===== src/rtl/task_if_pkg.sv =====
// ---------------------------------------------------------------------------
// task_if_pkg
// Shared definitions for the task command/status interface:
//   - field widths of the 8-bit status word and the 16-bit op word
//   - opcode values carried on the op bus
//   - Finish argument values
//   - dispatcher FSM state encoding
//   - pack_op(): builds an op word {4'h0, id, opcode, arg}
// ---------------------------------------------------------------------------
package task_if_pkg;

   localparam int ID_W   = 4;
   localparam int PRIO_W = 4;
   localparam int STAT_W = ID_W + PRIO_W;
   localparam int OPC_W  = 4;
   localparam int ARG_W  = 4;
   localparam int OP_W   = 16;

   localparam logic [OPC_W-1:0] OP_READY    = 4'h1;
   localparam logic [OPC_W-1:0] OP_SUSPEND  = 4'h2;
   localparam logic [OPC_W-1:0] OP_WAIT     = 4'h3;
   localparam logic [OPC_W-1:0] OP_KILL     = 4'h4;
   localparam logic [OPC_W-1:0] OP_SETPRIO  = 4'h5;
   localparam logic [OPC_W-1:0] OP_SETEXEHT = 4'h6;
   localparam logic [OPC_W-1:0] OP_EXECUTE  = 4'h7;
   localparam logic [OPC_W-1:0] OP_FINISH   = 4'h8;

   localparam logic [ARG_W-1:0] FIN_DONE    = 4'h0;
   localparam logic [ARG_W-1:0] FIN_PREEMPT = 4'h1;

   localparam logic [OP_W-1:0]  OP_NOP      = 16'h0000;

   typedef enum logic [2:0] {
      ST_IDLE,
      ST_SELECT,
      ST_ISSUE_EXEC,
      ST_RUN,
      ST_ISSUE_FIN,
      ST_NOPGAP
   } state_t;

   function automatic logic [OP_W-1:0] pack_op(
      input logic [ID_W-1:0]  id,
      input logic [OPC_W-1:0] opc,
      input logic [ARG_W-1:0] arg
   );
      return {4'h0, id, opc, arg};
   endfunction

endpackage


===== src/rtl/task_prio_select.sv =====
// ---------------------------------------------------------------------------
// task_prio_select
// Combinational N-way argmax over task status words. A slot is valid when
// its word is non-zero; the valid slot with the largest prio wins and ties go
// to the lowest slot index. The reported id comes from the word itself.
// Ports:
//   i_status  in   N_TASKS*8  status words, slot k = [8k+7:8k] = {id,prio}
//   o_valid   out  1          at least one slot is valid
//   o_idx     out  IDX_W      slot index of the winner
//   o_id      out  ID_W       id field of the winning word
// ---------------------------------------------------------------------------
module task_prio_select
   import task_if_pkg::*;
#(
   parameter int N_TASKS = 8,
   parameter int IDX_W   = 3
) (
   input  logic [N_TASKS*STAT_W-1:0] i_status,
   output logic                      o_valid,
   output logic [IDX_W-1:0]          o_idx,
   output logic [ID_W-1:0]           o_id
);

   logic [PRIO_W-1:0] w_best_prio;
   logic [STAT_W-1:0] w_word;

   always_comb begin
      // NOTE: every variable gets a default before the loop so no path leaves
      // it unassigned; otherwise synthesis infers a latch.
      o_valid     = 1'b0;
      o_idx       = '0;
      o_id        = '0;
      w_best_prio = '0;
      w_word      = '0;
      for (int k = 0; k < N_TASKS; k++) begin
         w_word = i_status[STAT_W*k +: STAT_W];
         // Strict '>' keeps the earlier (lower-index) slot on a tie.
         if (w_word != '0 && (!o_valid || w_word[PRIO_W-1:0] > w_best_prio)) begin
            o_valid     = 1'b1;
            o_idx       = IDX_W'(k);
            o_id        = w_word[STAT_W-1:PRIO_W];
            w_best_prio = w_word[PRIO_W-1:0];
         end
      end
   end

endmodule


===== src/rtl/task_dispatcher.sv =====
// ---------------------------------------------------------------------------
// task_dispatcher
// Scheduler end of the task command/status interface. Picks the
// highest-priority ready task, dispatches it with Execute, enforces a time
// slice, then issues Finish. Host ops are merged onto the same registered op
// bus; every non-NOP op lasts one cycle and is followed by at least one NOP.
// Ports:
//   CLK, RST_N       clock (rising edge), async active-low reset
//   in_sorter        N_TASKS status words {id,prio}; 8'h00 = not ready
//   task_done        1-cycle pulse, running task finished its work
//   host_op/_valid   host command word and offer strobe
//   host_op_ready    host command accepted when valid && ready
//   out_op           op bus {4'h0,id,opcode,arg}; 16'h0000 = NOP
//   running_valid    a task is dispatched
//   running_id       id of the dispatched task
//   dispatch_count   Execute ops issued (wrapping)
//   preempt_count    slice-expiry Finish ops issued (wrapping)
// ---------------------------------------------------------------------------
module task_dispatcher
   import task_if_pkg::*;
#(
   parameter int N_TASKS      = 8,
   parameter int SLICE_CYCLES = 10000,
   parameter int CNT_W        = 16
) (
   input  logic                      CLK,
   input  logic                      RST_N,
   input  logic [N_TASKS*STAT_W-1:0] in_sorter,
   input  logic                      task_done,
   input  logic [OP_W-1:0]           host_op,
   input  logic                      host_op_valid,
   output logic                      host_op_ready,
   output logic [OP_W-1:0]           out_op,
   output logic                      running_valid,
   output logic [ID_W-1:0]           running_id,
   output logic [CNT_W-1:0]          dispatch_count,
   output logic [CNT_W-1:0]          preempt_count
);

   localparam int IDX_W   = (N_TASKS > 1) ? $clog2(N_TASKS) : 1;
   localparam int SLICE_W = $clog2(SLICE_CYCLES);
   localparam logic [SLICE_W-1:0] SLICE_MAX = SLICE_W'(SLICE_CYCLES - 1);

   state_t             r_state,          w_state_nxt;
   logic [OP_W-1:0]    r_out_op,         w_out_op_nxt;
   logic [SLICE_W-1:0] r_slice,          w_slice_nxt;
   logic [IDX_W-1:0]   r_idx,            w_idx_nxt;
   logic [ID_W-1:0]    r_id,             w_id_nxt;
   logic               r_running_valid,  w_running_valid_nxt;
   logic [ID_W-1:0]    r_running_id,     w_running_id_nxt;
   logic [CNT_W-1:0]   r_dispatch_count, w_dispatch_count_nxt;
   logic [CNT_W-1:0]   r_preempt_count,  w_preempt_count_nxt;
   logic               r_done_pend,      w_done_pend_nxt;
   logic [ARG_W-1:0]   r_fin_arg,        w_fin_arg_nxt;

   logic               w_sel_valid;
   logic [IDX_W-1:0]   w_sel_idx;
   logic [ID_W-1:0]    w_sel_id;
   logic [STAT_W-1:0]  w_cur_word;
   logic               w_host_acc;

   task_prio_select #(
      .N_TASKS (N_TASKS),
      .IDX_W   (IDX_W)
   ) u_sel (
      .i_status (in_sorter),
      .o_valid  (w_sel_valid),
      .o_idx    (w_sel_idx),
      .o_id     (w_sel_id)
   );

   // Live status word of the dispatched slot; a drop to zero means the task
   // was killed or suspended behind our back.
   assign w_cur_word = in_sorter[32'(r_idx)*STAT_W +: STAT_W];

   // Gated by RST_N so the port reads 0 while reset is held.
   assign host_op_ready = RST_N && (r_state == ST_IDLE || r_state == ST_RUN)
                          && (r_out_op == OP_NOP) && !r_done_pend;
   assign w_host_acc    = host_op_valid && host_op_ready;

   always_comb begin
      w_state_nxt          = r_state;
      w_out_op_nxt         = OP_NOP;
      w_slice_nxt          = r_slice;
      w_idx_nxt            = r_idx;
      w_id_nxt             = r_id;
      w_running_valid_nxt  = r_running_valid;
      w_running_id_nxt     = r_running_id;
      w_dispatch_count_nxt = r_dispatch_count;
      w_preempt_count_nxt  = r_preempt_count;
      w_done_pend_nxt      = r_done_pend;
      w_fin_arg_nxt        = r_fin_arg;

      // A host op owns the bus for the cycle it is accepted; FSM issue states
      // never coincide with acceptance because ready is low there.
      if (w_host_acc) w_out_op_nxt = host_op;

      unique case (r_state)
         ST_IDLE: begin
            if (!w_host_acc && w_sel_valid) w_state_nxt = ST_SELECT;
         end
         ST_SELECT: begin
            w_idx_nxt   = w_sel_idx;
            w_id_nxt    = w_sel_id;
            w_state_nxt = w_sel_valid ? ST_ISSUE_EXEC : ST_IDLE;
         end
         ST_ISSUE_EXEC: begin
            w_out_op_nxt         = pack_op(r_id, OP_EXECUTE, 4'h0);
            w_running_valid_nxt  = 1'b1;
            w_running_id_nxt     = r_id;
            w_dispatch_count_nxt = r_dispatch_count + CNT_W'(1);
            w_slice_nxt          = '0;
            w_state_nxt          = ST_RUN;
         end
         ST_RUN: begin
            if (task_done || r_done_pend) begin
               if (w_host_acc) begin
                  // Host op goes first; Finish follows after its NOP gap.
                  w_done_pend_nxt = 1'b1;
               end else begin
                  w_done_pend_nxt = 1'b0;
                  w_fin_arg_nxt   = FIN_DONE;
                  w_state_nxt     = ST_ISSUE_FIN;
               end
            end else if (r_slice == SLICE_MAX) begin
               // Slice stays saturated while a host op delays the preempt.
               if (!w_host_acc) begin
                  w_fin_arg_nxt       = FIN_PREEMPT;
                  w_preempt_count_nxt = r_preempt_count + CNT_W'(1);
                  w_state_nxt         = ST_ISSUE_FIN;
               end
            end else if (w_cur_word == '0) begin
               w_running_valid_nxt = 1'b0;
               w_state_nxt         = ST_IDLE;
            end else begin
               w_slice_nxt = r_slice + SLICE_W'(1);
            end
         end
         ST_ISSUE_FIN: begin
            w_out_op_nxt = pack_op(r_id, OP_FINISH, r_fin_arg);
            w_state_nxt  = ST_NOPGAP;
         end
         ST_NOPGAP: begin
            w_running_valid_nxt = 1'b0;
            w_state_nxt         = ST_IDLE;
         end
         default: w_state_nxt = ST_IDLE;
      endcase
   end

   always_ff @(posedge CLK or negedge RST_N) begin
      if (!RST_N) begin
         r_state          <= ST_IDLE;
         r_out_op         <= OP_NOP;
         r_slice          <= '0;
         r_idx            <= '0;
         r_id             <= '0;
         r_running_valid  <= 1'b0;
         r_running_id     <= '0;
         r_dispatch_count <= '0;
         r_preempt_count  <= '0;
         r_done_pend      <= 1'b0;
         r_fin_arg        <= FIN_DONE;
      end else begin
         // NOTE: non-blocking assignments so every register samples the
         // pre-edge values regardless of statement order.
         r_state          <= w_state_nxt;
         r_out_op         <= w_out_op_nxt;
         r_slice          <= w_slice_nxt;
         r_idx            <= w_idx_nxt;
         r_id             <= w_id_nxt;
         r_running_valid  <= w_running_valid_nxt;
         r_running_id     <= w_running_id_nxt;
         r_dispatch_count <= w_dispatch_count_nxt;
         r_preempt_count  <= w_preempt_count_nxt;
         r_done_pend      <= w_done_pend_nxt;
         r_fin_arg        <= w_fin_arg_nxt;
      end
   end

   assign out_op         = r_out_op;
   assign running_valid  = r_running_valid;
   assign running_id     = r_running_id;
   assign dispatch_count = r_dispatch_count;
   assign preempt_count  = r_preempt_count;

endmodule


===== config.mk =====
export PLATFORM = sky130hd
export DESIGN_NAME = task_dispatcher
export DESIGN_NICKNAME = d
export VERILOG_FILES = /design/src/rtl/task_if_pkg.sv /design/src/rtl/task_prio_select.sv /design/src/rtl/task_dispatcher.sv
export SDC_FILE = /design/constraint.sdc
export NUM_CORES = 1
export LEC_CHECK = 0
export CAP_MARGIN = 25
export CORE_AREA = 2 2 112 114
export DETAILED_ROUTE_END_ITERATION = 16
export DIE_AREA = 0 0 114 116
export PLACE_DENSITY = 0.76
export SLEW_MARGIN = 15
export SYNTH_ARGS = -nofsm -noshare
export SYNTH_HDL_FRONTEND = slang
export SYNTH_SLANG_ARGS = --single-unit

===== constraint.sdc =====
create_clock -name CLK -period 2.4 [get_ports CLK]
set_input_delay 0.48 -clock CLK [delete_from_list [all_inputs] [get_ports CLK]]
set_output_delay 0.48 -clock CLK [all_outputs]
set_load 0.03 [all_outputs]

After elaboration in Yosys (flattened, before gate mapping) --
Index checks and enable logic that the tools add are counted. W data, S select, Z words.
Word-level totals: register bits 82, bits of input ports 84, output and inout port bits 54, word-level logic and storage cells 140
Cells by class: $add $sub $neg 3, magnitude comparators 7, equality and inequality tests 14, shift operators 1, mux-type cells 52, bitwise operators 2, reduce and logical (&&, ||, !) cells 50
Operator list (count):
- $mux W4 | 19
- $reduce_bool A8 Y1 | 8
- $shiftx A64 B7 Y8 | 1
- $mux W14 | 3
- $add A16 B1 Y16 const B | 2
- $pmux W16 S2 | 1
- $gt A4 B4 Y1 | 7
- $pmux W14 S2 | 1
- $mux W3 | 9
- $logic_not A16 Y1 | 1
- $mux W16 | 1
- $reduce_and A4 Y1 | 4
- $pmux W3 S5 | 1
- $add A14 B1 Y14 const B | 1
- $eq A14 B14 Y1 const B | 1
- $mux W1 | 13
- $logic_and A1 B1 Y1 | 12
- $ne A2 B2 Y1 const B | 5
- $logic_not A1 Y1 | 9
- $logic_or A1 B1 Y1 | 9
- $logic_not A8 Y1 | 1
- $eq A3 B2 Y1 const B | 2
- $eq A3 B3 Y1 const B | 2
- $mux W2 | 3
- other kinds (9) | 13

Logic depth before layout (Yosys ltp) --
Gate-level depths: netlist (run 1).
depth after elaboration 33, gate-level depth with buffers 65

Hierarchy --
Synthesis (run 1) repeated with hierarchy kept, for this count alone.
Unflattened totals: cell total of the unflattened synthesis 651, area, all modules 5820.6 µm²
Modules (own cells, without submodules):
- task_dispatcher | times used 1, cells each 360, area an instance 3782.4 µm²
- task_prio_select | times used 1, cells each 291, area an instance 2038.2 µm²

Worst setup path after synthesis (run 1) --
Ideal clock, no wire load.
path type input port to flip-flop, from in in_sorter[3], to reg r_id[0], arrival 12.253 ns, data required time 2.260 ns, path slack -9.993 ns, cell stages on the path 61, path buffers 5, cell sequence inv_1 ha_1 and4_1 or2_2 a31oi_1 mux2_2 ha_1 and3_1 a211oi_1 a21oi_1 nand2b_1 mux2_2 and2_1 buf_2 mux2i_1 inv_1 ha_1 nor2b_1 [25 not listed] o21ai_0 nand2b_1 a21oi_1 a41oi_1 nor2_1 nor2_1 clkbuf_1 mux2_2 ha_1 nor2b_1 o21ai_0 nand2b_1 a21oi_1 a41o_1 a21oi_1 nor2_1 nand2_1 o221ai_1
On the way: word-level cells in the longest chain between the ends 30, elaborated cells between the ends (all ways) 51, classes of those cells 7 x order compare; 22 x mux; 22 x reduce/logical
RTL lines:
- from (decl) | RTL line task_dispatcher.sv:28 | input logic [N_TASKS*STAT_W-1:0] in_sorter,
- $reduce_bool A8 Y1 | RTL line task_prio_select.sv:38 | if (w_word != '0 && (!o_valid || w_word[PRIO_W-1:0] > w_best_prio)) begin
- $mux W4 or $mux W1 (tied branches) | RTL line task_prio_select.sv:38
- $gt A4 B4 Y1 or $logic_not A1 Y1 (tied branches) | RTL line task_prio_select.sv:38
- $logic_or A1 B1 Y1 | RTL line task_prio_select.sv:38
- $logic_and A1 B1 Y1 | RTL line task_prio_select.sv:38
- $mux W4 or $mux W1 (tied branches) | RTL line task_prio_select.sv:38
- $gt A4 B4 Y1 or $logic_not A1 Y1 (tied branches) | RTL line task_prio_select.sv:38
- $logic_or A1 B1 Y1 | RTL line task_prio_select.sv:38
- [14 not listed]
- $gt A4 B4 Y1 or $logic_not A1 Y1 (tied branches) | RTL line task_prio_select.sv:38
- $logic_or A1 B1 Y1 | RTL line task_prio_select.sv:38
- $logic_and A1 B1 Y1 | RTL line task_prio_select.sv:38
- $mux W4 or $mux W1 (tied branches) | RTL line task_prio_select.sv:38
- $gt A4 B4 Y1 or $logic_not A1 Y1 (tied branches) | RTL line task_prio_select.sv:38
- $logic_or A1 B1 Y1 | RTL line task_prio_select.sv:38
- $logic_and A1 B1 Y1 | RTL line task_prio_select.sv:38
- $mux W4 (*) | RTL line task_prio_select.sv:38
- to (signal assigned) | RTL line task_dispatcher.sv:171 | r_id <= w_id_nxt;
- to (decl) | RTL line task_dispatcher.sv:48 | logic [ID_W-1:0] r_id, w_id_nxt;
Every way passes the cells marked *; elsewhere a longest branch is shown, timed or not. A chain may end at the register's enable or synchronous reset.

Worst setup path after layout (run 1) --
from in in_sorter[1], to reg r_id[0]
Same word-level chain as after synthesis.

==> results_dict.tcl, run 1 <==
set metrics [dict create \
    outcome "complete, but fails checks" \
    failed_checks "negative setup slack" \
    drt_iter0_drc 564 \
    finalPower_uw 10400 \
    cts_sinks 79 \
    worstSetupStartpointType "input pin" \
    hpwl_um 13400 \
    overflow 0 \
    clockRootBuffer "clkbuf_16" \
    irDropWorstVdd_uv 659 \
    cts_tree "done" \
    synth_seq_cells 79 \
    power_density_nw_per_um2 1080 \
    yosys-top-cells-area "dfrtp_1 37%, ha_1 6.4%, mux2_2 5.3%, nand2_1 4.0%, nor2_1 3.3%" \
    yosysUniqueCellTypes 65 \
    crit_path_end_kind "flop" \
    dieHeight_um 116 \
    synthXorXnorAreaFrac_pct 6.45 \
    core_area_um2 11900 \
    grt_pass1_wl_um 30900 \
    finalMaxSlewViolations 0 \
    start_util_pct 44.4 \
    htree_levels 3 \
    syn_inst 573 \
    grt_antenna_before_repair 0 \
    dr.pass1.iters 5 \
    areaGrowthSynthToFinish_pct 82.1 \
    cpPeakStageDelay_ns 0.52 \
    instances_no_fill 1069 \
    boundaryPins 138 \
    crit_top_cell "buf_4" \
    num_vias 6331 \
    worstRegToRegCells 12 \
    seqCellArea_um2 1980 \
    maxCapViolCount 0 \
    synth_top_area_cell "dfrtp_1" \
    path_class "input pin to flop" \
    placed_cells_incl_taps 984 \
    clock_latency_ns 0.33 \
    grt_setup_unrepaired "true" \
    synthSimpleGateAreaFrac_pct 22.8 \
    synth_edf_count 0 \
    port_buffers 137 \
    place_ws_ns -9.75 \
    finalHoldViolCount 0 \
    whs_ns 0.107 \
    synth-async-reset-ratio_pct 100 \
    max_freq_ghz 0.0861 \
    gp_congestion 0.902 \
    cts_buffer_depth 2 \
    drt-total-wl_um 22400 \
    layout_common_cells "182 x buf_4, 79 x dfrtp_1, 75 x clkdlybuf4s50_1" \
    crit_arrival_ns 11.80 \
    yosys_warnings 0 \
    ys_seq_area_share_pct 37.4 \
    timing.final.ws_setup_ns -9.21 \
    grt_pass1_vias 6371 \
    fin_skew_ns 0.00599 \
    layout.nets 1029 \
    yosys-mux-area-fraction_pct 9.67 \
    wl_per_cell_um 21.0 \
    via_per_inst 5.92 \
    fill_cells 643 \
    syn-cell-area_um2 5290 \
    p_leak_uw 0.00446 \
    worstMarginPinSlew_ns 0.808 \
    die_w_um 114 \
    cp_slowest_cell "or4_1" \
    multi_input_area_um2 3990 \
    grt_start_max_net_pins 80 \
    die_area_um2 13200 \
    synth-compound-area-share_pct 14.0 \
    drc 0 \
    rows 40 \
    diodes 0 \
    drive_gt1_share_pct 45.4 \
    setup_violations 27 \
    cts_buffers 9 \
    ant_nets 0 \
    syn_nets 684 \
    final_common_cell "buf_4" \
    worstHoldPathType "input pin to async pin" \
    synth-adder-area-share_pct 6.38 \
    period_minus_slack_ns 11.61 \
    synth_top_flop_cell "dfrtp_1" \
    slew_headroom_pct 44.7 \
    crit_required_ns 2.59 \
    grt_usage_pct 29.3 \
    synth_top_area_share_pct 37.4 \
    crit_fanout 8 \
    syn_avg_cell_area_um2 9.24 \
    synth_top_family_by_area "simple AND/OR/NAND/NOR gates" \
    cts_hold_buf 0 \
    clkTransAtPathRegs_ns 0.06 \
    period_share_pct 484 \
]
==> cell usage after synthesis (15+ instances only) <==
library cell and n:
and3_1 15, a21oi_1 29, nor2_1 47, dfrtp_1 79
xnor2_1 20, inv_1 30, o21ai_0 18, xor2_1 19
mux2_2 25, ha_1 27, nand2_1 57, nand3_1 19
==> kinds of logic after synthesis <==
family          after synthesis
fa+ha+maj                    27
compound gates              108
xor+xnor                     39
buf+inv                      45
mux                          44
flops                        79
simple gates                231
==> per-stage QoR <==
stage / util (%) / TNS, ns / area (um^2)
finish: 80.9 / -69.28 / 9640
global route: 80.9 / -73.96 / 9640
CTS: 76.0 / -64.34 / 9050
detailed placement: 68.3 / -84.66 / 8140
global placement: 68.3 / -78.76 / 8140
floorplan: - / -60.61 / 5620
==> worst paths after layout <==
path | from | slack [ns] | to
setup / recovery | in_sorter[1] | -9.21 | r_id[0]$_DFFE_PN0N_
hold / removal | RST_N | 0.11 | preempt_count[3]$_DFFE_PN0P_
setup reg to reg | r_slice[1]$_DFFE_PN0P_ | -0.21 | r_slice[13]$_DFFE_PN0P_
hold reg to reg | preempt_count[15]$_DFFE_PN0P_ | 0.48 | preempt_count[15]$_DFFE_PN0P_
max in group asynchronous | RST_N | 1.72 | out_op[2]$_DFF_PN0_
min in group CLK | preempt_count[15]$_DFFE_PN0P_ | 0.48 | preempt_count[15]$_DFFE_PN0P_
==> power by group <==
part           internal, uW  switching, uW
clock network           935            526
registers              1600            247
logic                  3630           3460
total                  6160           4240
==> sequential cells by signal, indices dropped and copies added (netlist names) <==
name,flops
running_id,4
r_id,4
preempt_count,16
r_idx,3
dispatch_count,16
running_valid,1
r_done_pend,1
r_fin_arg,1
r_state,3
out_op,16
r_slice,14
==> what timing repair did <==
action,4_1_cts,5_1_grt
endpoints found under the setup margin,31,37
resized for setup,227,105
buffers inserted,51,22
pin swaps,53,69
cloned,0,0
hold endpoints to repair,0,0
==> area by class of cell <==
type / instances / area share, %
multi-input cells: 449 / 41.4
repair buffers: 349 / 31.5
flip-flops and latches: 79 / 20.5
inverters: 30 / 1.35
clock buffers: 10 / 2.48
well taps: 147 / 1.91
clock inverters: 5 / 0.857
==> worst max-delay path, delay by kind of cell <==
family                   cells  cell delay (ns)
AO/OA/AOI/OAI               19             3.17
AND/OR/NAND/NOR             16             2.56
adder cells (fa/ha/maj)      6             1.63
buffers and inverters       19             2.32
multiplexers                 5             1.62
==> routing by layer <==
layer | GRT usage, % | wire [um] | up-vias | part of all wire, %
met5 | 0 | 0 | - | 0
li1 | - | - | 2773 | -
met1 | 34.5 | 8460 | 3069 | 38
met3 | 4.65 | 1440 | 100 | 6.4
met4 | 11.6 | 1210 | 0 | 5.4
met2 | 53.5 | 11300 | 389 | 50
Power figures use the tool's default switching activity.
==> run 2: changes to the inputs <==
--- a/config.mk
+++ b/config.mk
@@ -6,11 +6,12 @@
 export NUM_CORES = 1
 export LEC_CHECK = 0
 export CAP_MARGIN = 25
-export CORE_AREA = 2 2 112 114
+export CORE_AREA = 2 2 116 118
 export DETAILED_ROUTE_END_ITERATION = 16
-export DIE_AREA = 0 0 114 116
-export PLACE_DENSITY = 0.76
+export DIE_AREA = 0 0 118 120
+export PLACE_DENSITY = 0.77
 export SLEW_MARGIN = 15
 export SYNTH_ARGS = -nofsm -noshare
 export SYNTH_HDL_FRONTEND = slang
+export SYNTH_HIERARCHICAL = 1
 export SYNTH_SLANG_ARGS = --single-unit
==> results_dict.tcl, run 2 <==
set metrics [dict create \
    outcome "complete, but fails checks" \
    failed_checks "negative setup slack" \
    fin_skew_ns 0.00788 \
    cts_buffer_depth 2 \
    diodes 0 \
    final_cell_area_um2 10400 \
    ant_nets 0 \
    areaGrowthSynthToFinish_pct 78.1 \
    rr_startpoint "r_state[0]$_DFFE_PN0P_" \
    cpPeakStageDelay_ns 0.53 \
    crit_arrival_ns 11.74 \
    grt_setup_unrepaired "true" \
    grt_antenna_before_repair 0 \
    syn-cell-area_um2 5820 \
    grt_usage_pct 30.1 \
    utilization_pct 79.9 \
    via_per_inst 6.29 \
    crit_path_end_kind "flop" \
    power_density_nw_per_um2 1200 \
    rows 42 \
    core_area_um2 13000 \
    port_buffers 137 \
    final_common_cell "buf_4" \
    seqPwrFrac_pct 15.5 \
    drc 0 \
    period_share_pct 480 \
    whs_ns 0.158 \
    p_int_uw 6860 \
    synth_edf_count 0 \
    crit_fanout 7 \
    finalHoldViolCount 0 \
    placed_cells_incl_taps 1122 \
    die_area_um2 14200 \
    grt_pass1_vias 7050 \
    grt_start_max_net_pins 54 \
    drt_iter0_drc 684 \
    layout.nets 1130 \
    start_util_pct 44.8 \
    slew_headroom_pct 35.4 \
    placed_cell_area_um2 8870 \
    dr.pass1.iters 5 \
    maxCapViolCount 0 \
    drive_gt1_share_pct 41.4 \
    clkTransAtPathRegs_ns 0.06 \
    boundaryPins 138 \
    setup_tns_ns -66.33 \
    grt_pass1_wl_um 34700 \
    p_leak_uw 0.00469 \
    crit_required_ns 2.61 \
    setup_violations 9 \
    syn_avg_cell_area_um2 8.94 \
    clockRootBuffer "clkbuf_16" \
    drt-total-wl_um 26000 \
    dieHeight_um 120 \
    p_comb_share_pct 73.6 \
    synth-async-reset-ratio_pct 100 \
    crit_top_cell "buf_6" \
    yosysUniqueCellTypes 81 \
    cts_tree "done" \
    clkPwrFrac_pct 10.9 \
    reg2reg_to "r_slice[6]$_DFFE_PN0P_" \
    synth.most_common_cell "dfrtp_1" \
    synth_top_area_share_pct 34.0 \
    cp_slowest_cell "or4_4" \
    switching_share_pct 45.0 \
    yosys-top-cells-area "dfrtp_1 34%, ha_1 5.8%, nand2_1 4.4%, nor4_1 3.4%, xnor2_1 3.3%" \
    synthTopCellsByCount "79 x dfrtp_1, 68 x nand2_1, 44 x nor2_1" \
    yosys_warnings 6 \
    synth_seq_cells 79 \
    worstRegToRegCells 8 \
    cts_buffers 9 \
    timing.final.ws_setup_ns -9.13 \
    irDropWorstVdd_uv 897 \
    worstSetupStartpointType "input pin" \
    p_switching_uw 5610 \
    syn_nets 762 \
    gp_congestion 0.975 \
    finalMaxSlewViolations 0 \
    max_freq_ghz 0.0868 \
    rrSetupSlack_ns 0.01 \
    instances_no_fill 1200 \
    htree_levels 3 \
    syn_inst 651 \
    overflow 0 \
    ys_seq_area_share_pct 34.0 \
    path_class "input pin to flop" \
    synth_top_area_cell "dfrtp_1" \
    clock_latency_ns 0.34 \
    hpwl_um 16000 \
    wl_per_cell_um 21.7 \
    num_vias 7543 \
    synth_top_flop_cell "dfrtp_1" \
    worstMarginPinSlew_ns 0.966 \
    worstHoldPathType "input pin to async pin" \
    layout_common_cells "203 x buf_4, 115 x clkdlybuf4s50_1, 79 x dfrtp_1" \
    die_w_um 118 \
    period_minus_slack_ns 11.53 \
    cts_sinks 79 \
]
## run 2: cells by family (layout without fill, tap and decap cells)
logic type                 after synthesis  in the layout  synth area share, %
adders and majority gates               27             27                 5.80
buffers and inverters                   42            414                 3.27
AOI/OAI and AO/OA                      142            143                 18.3
muxes                                   25             25                 4.66
and+or+nand+nor                        304            304                 29.2
xor gates and xnor gates                32             32                 4.81
DFF                                     79             79                 34.0
## run 2: metal layers
metal	vias up	share of wire (%)	global-route usage (%)
li1	3234	-	-
met2	555	48	53.1
met5	-	0	0
met4	0	7.1	13.5
met1	3588	36	36.5
met3	166	8.4	4.37
## run 2: worst max path at each step
| stage | from | endpoint | depth (start not counted) |
|---|---|---|---|
| after floorplan | in_sorter[3] | r_id[0]$_DFFE_PN0N_ | 58 |
| after CTS | in_sorter[1] | r_id[0]$_DFFE_PN0N_ | 59 |
| final | in_sorter[1] | r_id[0]$_DFFE_PN0N_ | 62 |
| after detailed placement | in_sorter[1] | r_id[0]$_DFFE_PN0N_ | 63 |
| after global routing | in_sorter[1] | r_id[0]$_DFFE_PN0N_ | 64 |
| after global placement | in_sorter[2] | r_id[1]$_DFFE_PN0N_ | 59 |
## run 2: through the flow
stage / worst slack (ns) / total power [uW]
finish: -9.13 / 12500
global route: -9.49 / 12900
CTS: -8.38 / 10800
detailed placement: -9.44 / 8390
global placement: -8.98 / 8140
floorplan: -8.40 / 5930
## run 2: repair_timing
action | in CTS | in global routing
gates resized for setup | 108 | 124
hold buffers | 1 | 0
setup endpoints to repair | 21 | 14
endpoints found under the hold margin | 6 | 0
cloned | 1 | 0
setup buffers | 29 | 36
pin swaps | 65 | 66
## run 2: final cells by class
cell class | count | area (um^2)
clock buffers | 11 | 233
inverters | 23 | 86.3
clock inverters | 5 | 57.6
multi-input cells | 531 | 4520
repair buffers | 375 | 3280
flip-flops and latches | 79 | 1980
well taps | 176 | 220
fillers | 752 | 2610
## run 2: power groups by stage
stage	combinational, uW	sequential, uW	clock, uW
floorplan	3820	2110	0
global placement	6270	1870	0
detailed placement	6490	1890	0
CTS	7530	1880	1360
global route	9550	1940	1420
finish	9180	1930	1360
## run 2: worst max-delay path: cells and delay by family
kind,cells,cell delay [ns]
AO/OA/AOI/OAI,24,4.32
AND/OR/NAND/NOR,24,3.74
adder cells (fa/ha/maj),6,1.66
multiplexers,3,0.95
buffers and inverters,5,0.58
==> edit 1: new RTL, settings of run 1 <==
Take the reset off `r_id` and load it in a clocked block of its own.
--- a/src/rtl/task_dispatcher.sv
+++ b/src/rtl/task_dispatcher.sv
@@ -155,5 +155,4 @@
          r_slice          <= '0;
          r_idx            <= '0;
-         r_id             <= '0;
          r_running_valid  <= 1'b0;
          r_running_id     <= '0;
@@ -169,5 +168,4 @@
          r_slice          <= w_slice_nxt;
          r_idx            <= w_idx_nxt;
-         r_id             <= w_id_nxt;
          r_running_valid  <= w_running_valid_nxt;
          r_running_id     <= w_running_id_nxt;
@@ -177,4 +175,8 @@
          r_fin_arg        <= w_fin_arg_nxt;
       end
+   end
+
+   always_ff @(posedge CLK) begin
+      r_id <= w_id_nxt;
    end
 
Check against the original RTL: same outputs for any inputs over 10 cycles, from zero or initial values and one cycle with RST_N low; that may be too few to reach the edited logic, so the function may still have changed.
==> edit 1 against run 1 <==
  * The run still ends with negative setup slack left
  * Cell area rose by 0.16%
  * Highest routed layer is now met5
  * Largest cell class unchanged
  * Sequential cell count did not move
  * Maximum frequency rose by 14%
  * Global-route usage fell by 2.3 points
  * Area after synthesis rose by 0.87%
  * Die area did not move
  * Sequential share of layout area rose by 0.18 points
  * Setup slack improved by 1400 ps
  * Power fell by 8.0%
  * Routed wire length fell by 5.8%
  * Clock skew rose by 2.4 ps
==> edit 1: results (changes against run 1) <==
* Failing checks: negative setup slack
* Initial antenna violation count at 1 (+1)
* Gr usage total at 0.270 (-0.0232)
* Worst setup slack after layout at -7800 ps (+1420 ps)
* Slowest cell on crit path: a221o_1
* Synth cell count leaders: 75 x dfrtp_1, 50 x nor2_1, 46 x nand2_1, 33 x a21oi_1
* Initial drt markers at 452 (-20%)
* Hold Slack at 383 ps (+277 ps)
* Synth top area cells: dfrtp_1 35%, ha_1 6.3%, xnor2_1 3.9%
* Max clock buf depth at 2 (unchanged)
* Sequential share of the synthesized area at 0.374 (+0.000511)
* Share of cells above drive strength 1 at 0.427 (-0.0271)
* Status: finished with violations
* Max FO, Critical Path at 6 (-2)
* Setup violations, final at 24 (-11%)
* Fill cell count at 662 (+3.0%)
* Placed cell count at 980 (-0.41%)
* R2r setup slk at -140 ps (+70 ps)
* WP data arrival at 10370 ps (-1430 ps)
* Clock-pin slew on the worst setup and hold paths at 60 ps (about the same)
* First-pass GRT wire length at 28.5 mm (-7.8%)
* Distinct cells, synth at 81 (+25%)
* Worst VDD drop at 0.000649 V (-1.5%)
* Final Skew at 8.34 ps (+2.35 ps)
* Switching power at 0.00391 W (-7.7%)
* Via count at 6217 (-1.8%)
* Number of global-route vias before repair at 5902 (-7.4%)
* Slew @ Worst Pin at 938 ps (+129 ps)
* Worst r2r path cells at 9 (-3)
* P_leak at 4.62 nW (+3.7%)
* Post-Synthesis Net Count at 677 (-1.0%)
* Layout Cells excl Fill at 1048 (-2.0%)
* DR WL/cell at 20.1 µm (-3.9%)
* DP HPWL at 13.4 mm (about the same)
* Placement Cell Area at 8150 µm² (+0.15%)
* CTS Buf Count at 9 (unchanged)
* Syn_area_per_cell at 9.43 µm² (+2.1%)
* Reg2Reg Launch Point: r_slice[0]
* Async set-reset flop share out of synthesis at 0.949 (-0.0506)
* DR pass1 iterations at 5 (unchanged)
* CP max stage delay at 340 ps (-180 ps)
* RePlAce Congestion at 0.903 (about the same)
edit 1: cell types whose count changed after synthesis, moves of 5 or more:
cell      before  now
and2_1         9    4
mux2_2        25   13
nand4_1       14    9
mux2i_1       14    6
clkbuf_1      11    6
nand2_1       57   46
edit 1: worst max-delay path by stage:
stage                      start  depth (start not counted)  slack, ps  endpoint
floorplan           in_sorter[2]                         58      -7440   r_id[0]
global placement    in_sorter[2]                         58      -7940   r_id[1]
detailed placement  in_sorter[2]                         59      -8440  r_idx[2]
CTS                 in_sorter[3]                         57      -7120   r_id[0]
global route        in_sorter[1]                         59      -8160   r_id[1]
finish              in_sorter[2]                         57      -7800   r_id[1]
edit 1: metal layers:
| metal | GRT usage | share of wire |
|---|---|---|
| met1 | 0.324 | 0.39 |
| met2 | 0.492 | 0.52 |
| met3 | 0.0471 | 0.059 |
| met4 | 0.0870 | 0.038 |
| met5 | 0 | 0.00071 |
edit 1: logic make-up (layout without fill, tap and decap cells):
| logic type | Yosys count | count (layout) | share of synthesized area |
|---|---|---|---|
| buffers and inverters | 38 | 373 | 0.0277 |
| DFF | 79 | 79 | 0.374 |
| adders and majority gates | 27 | 27 | 0.0633 |
| AOI/OAI and AO/OA | 131 | 131 | 0.181 |
| and+or+nand+nor | 224 | 224 | 0.229 |
| muxes | 26 | 26 | 0.0581 |
| xor gates and xnor gates | 41 | 41 | 0.0673 |
edit 1: final cells by class:
type,count,area (µm²),share of cell area
Clock buffer,11,243,0.0251
Clock inverter,5,33.8,0.00350
Inverter,27,116,0.0121
Multi-Input combinational cell,449,4090,0.424
Sequential cell,79,2000,0.207
Tap cell,147,184,0.0191
Timing Repair Buffer,330,2990,0.310
edit 1: per-stage QoR:
| step | TNS (ps) | setup WS [ps] |
|---|---|---|
| 4_1_cts | -57900 | -7120 |
| 3_5_place_dp | -73300 | -8440 |
| 6_report | -58000 | -7800 |
| 2_1_floorplan | -51720 | -7440 |
| 3_3_place_gp | -68940 | -7940 |
| 5_1_grt | -61750 | -8160 |
edit 1: power by group through the flow:
stage / Clock [W] / Sequential (W) / Combinational [W]
floorplan: 0 / 0.00204 / 0.00263
global placement: 0 / 0.00181 / 0.00461
detailed placement: 0 / 0.00183 / 0.00477
CTS: 0.00127 / 0.00181 / 0.00530
global route: 0.00134 / 0.00185 / 0.00682
finish: 0.00127 / 0.00183 / 0.00646
edit 1: repair_timing:
item                       CTS  global route
setup buffers               29            26
pin swaps                   61            68
resized for setup           87           167
setup endpoints to repair   24            27
==> edit 2: new RTL, flow settings as in run 1 <==
Without the edit above. The parameter `CNT_W` goes from 16 to 12.
--- a/src/rtl/task_dispatcher.sv
+++ b/src/rtl/task_dispatcher.sv
@@ -22,5 +22,5 @@
    parameter int N_TASKS      = 8,
    parameter int SLICE_CYCLES = 10000,
-   parameter int CNT_W        = 16
+   parameter int CNT_W        = 12
 ) (
    input  logic                      CLK,
Interface: changed (resized dispatch_count and preempt_count); port bits go from 138 to 130. The function was not compared with the original's and may differ.
==> edit 2 against run 1 <==
  * The run still ends with negative setup slack left
  * Setup slack better by 930 ps
  * Power down 16%
  * Largest cell class unchanged
  * Highest routed layer unchanged
  * Global-route usage up 0.20 points
  * Hold slack better by 290 ps
  * Routed wire length down 8.0%
  * Cell area down 6.1%
  * Area after synthesis down 6.2%
  * Sequential cell count down 8
==> edit 2: results (changes against run 1) <==
* RePlAce Congestion at 0.946 (+4.9%)
* Multiplexer share of the synthesized area at 0.0852 (-0.0115)
* Sequential share of power at 0.199 (+0.021)
* Post-Synthesis Net Count at 666 (-2.6%)
* Post-Synth Adder-Cell Area at 0.0681 (+0.00423)
* Status: finished with violations
* Number of global-route vias before repair at 6252 (-1.9%)
* Worst VDD drop at 0.000611 V (-7.3%)
* Post-Route WL at 20.6 mm (-8.0%)
* Fin area at 9050 µm² (-6.1%)
* Largest net degree at the start of global routing at 72 (-10%)
* Setup violations, final at 29 (+7.4%)
* Logic inverters at 31 (+3.3%)
* Port bufs at 129 (-5.8%)
* Failing checks: negative setup slack
* Post-Synth XOR/XNOR Area at 0.0547 (-0.00984)
* Fraction of area in multi-input gates at 0.433 (+0.0191)
* Fill cell count at 692 (+7.6%)
* Gr usage total at 0.295 (+0.00203)
* DP HPWL at 12.8 mm (-4.8%)
* Clk cell area share at 0.0343 (+0.000928)
* P_comb at 0.00561 W (-21%)
* Post-CTS sizing at 178 (-22%)
* Buffering overhead at 0.300 (-0.0146)
* Via count at 5954 (-6.0%)
* Bufs w/o clock at 312 (-11%)
* Clock buf count at 12 (+2)
* Pre-CTS WS at -8830 ps (+920 ps)
* Syn_area_per_cell at 8.94 µm² (-3.2%)
* Initial drt markers at 412 (-27%)
* Nets@finish at 974 (-5.3%)
* Placement Cell Area at 7670 µm² (-5.7%)
* Hold Slack at 393 ps (+287 ps)
* Post-CTS Setup Inserts at 62 (+22%)
* Placed cell count at 942 (-4.3%)
* FF+latch count at 71 (-10%)
* Worst setup slack after layout at -8280 ps (+933 ps)
* Max FO, Critical Path at 5 (-3)
edit 2: cell families after synthesis:
logic type | count (synthesis)
AND/OR/NAND/NOR | 223
flip-flops | 71
XOR/XNOR | 31
multiplexers | 36
AO/OA/AOI/OAI | 120
buffers and inverters | 47
adder cells (fa/ha/maj) | 27
edit 2: worst paths after layout:
check,to,cells past startpoint,start
max,r_id[1],62,in_sorter[1]
min,dispatch_count[10],2,RST_N
max reg2reg,preempt_count[11],9,r_slice[4]
min reg2reg,preempt_count[11],1,preempt_count[11]
max in group asynchronous,out_op[13],2,RST_N
min in group CLK,preempt_count[11],1,preempt_count[11]
edit 2: routing by layer:
layer / global-route usage / wire length, µm / vias to the layer above
met5: 0 / 0 / -
met3: 0.0581 / 1500 / 96
met1: 0.323 / 7460 / 2866
met2: 0.543 / 10700 / 341
met4: 0.150 / 953 / 0
li1: - / - / 2651
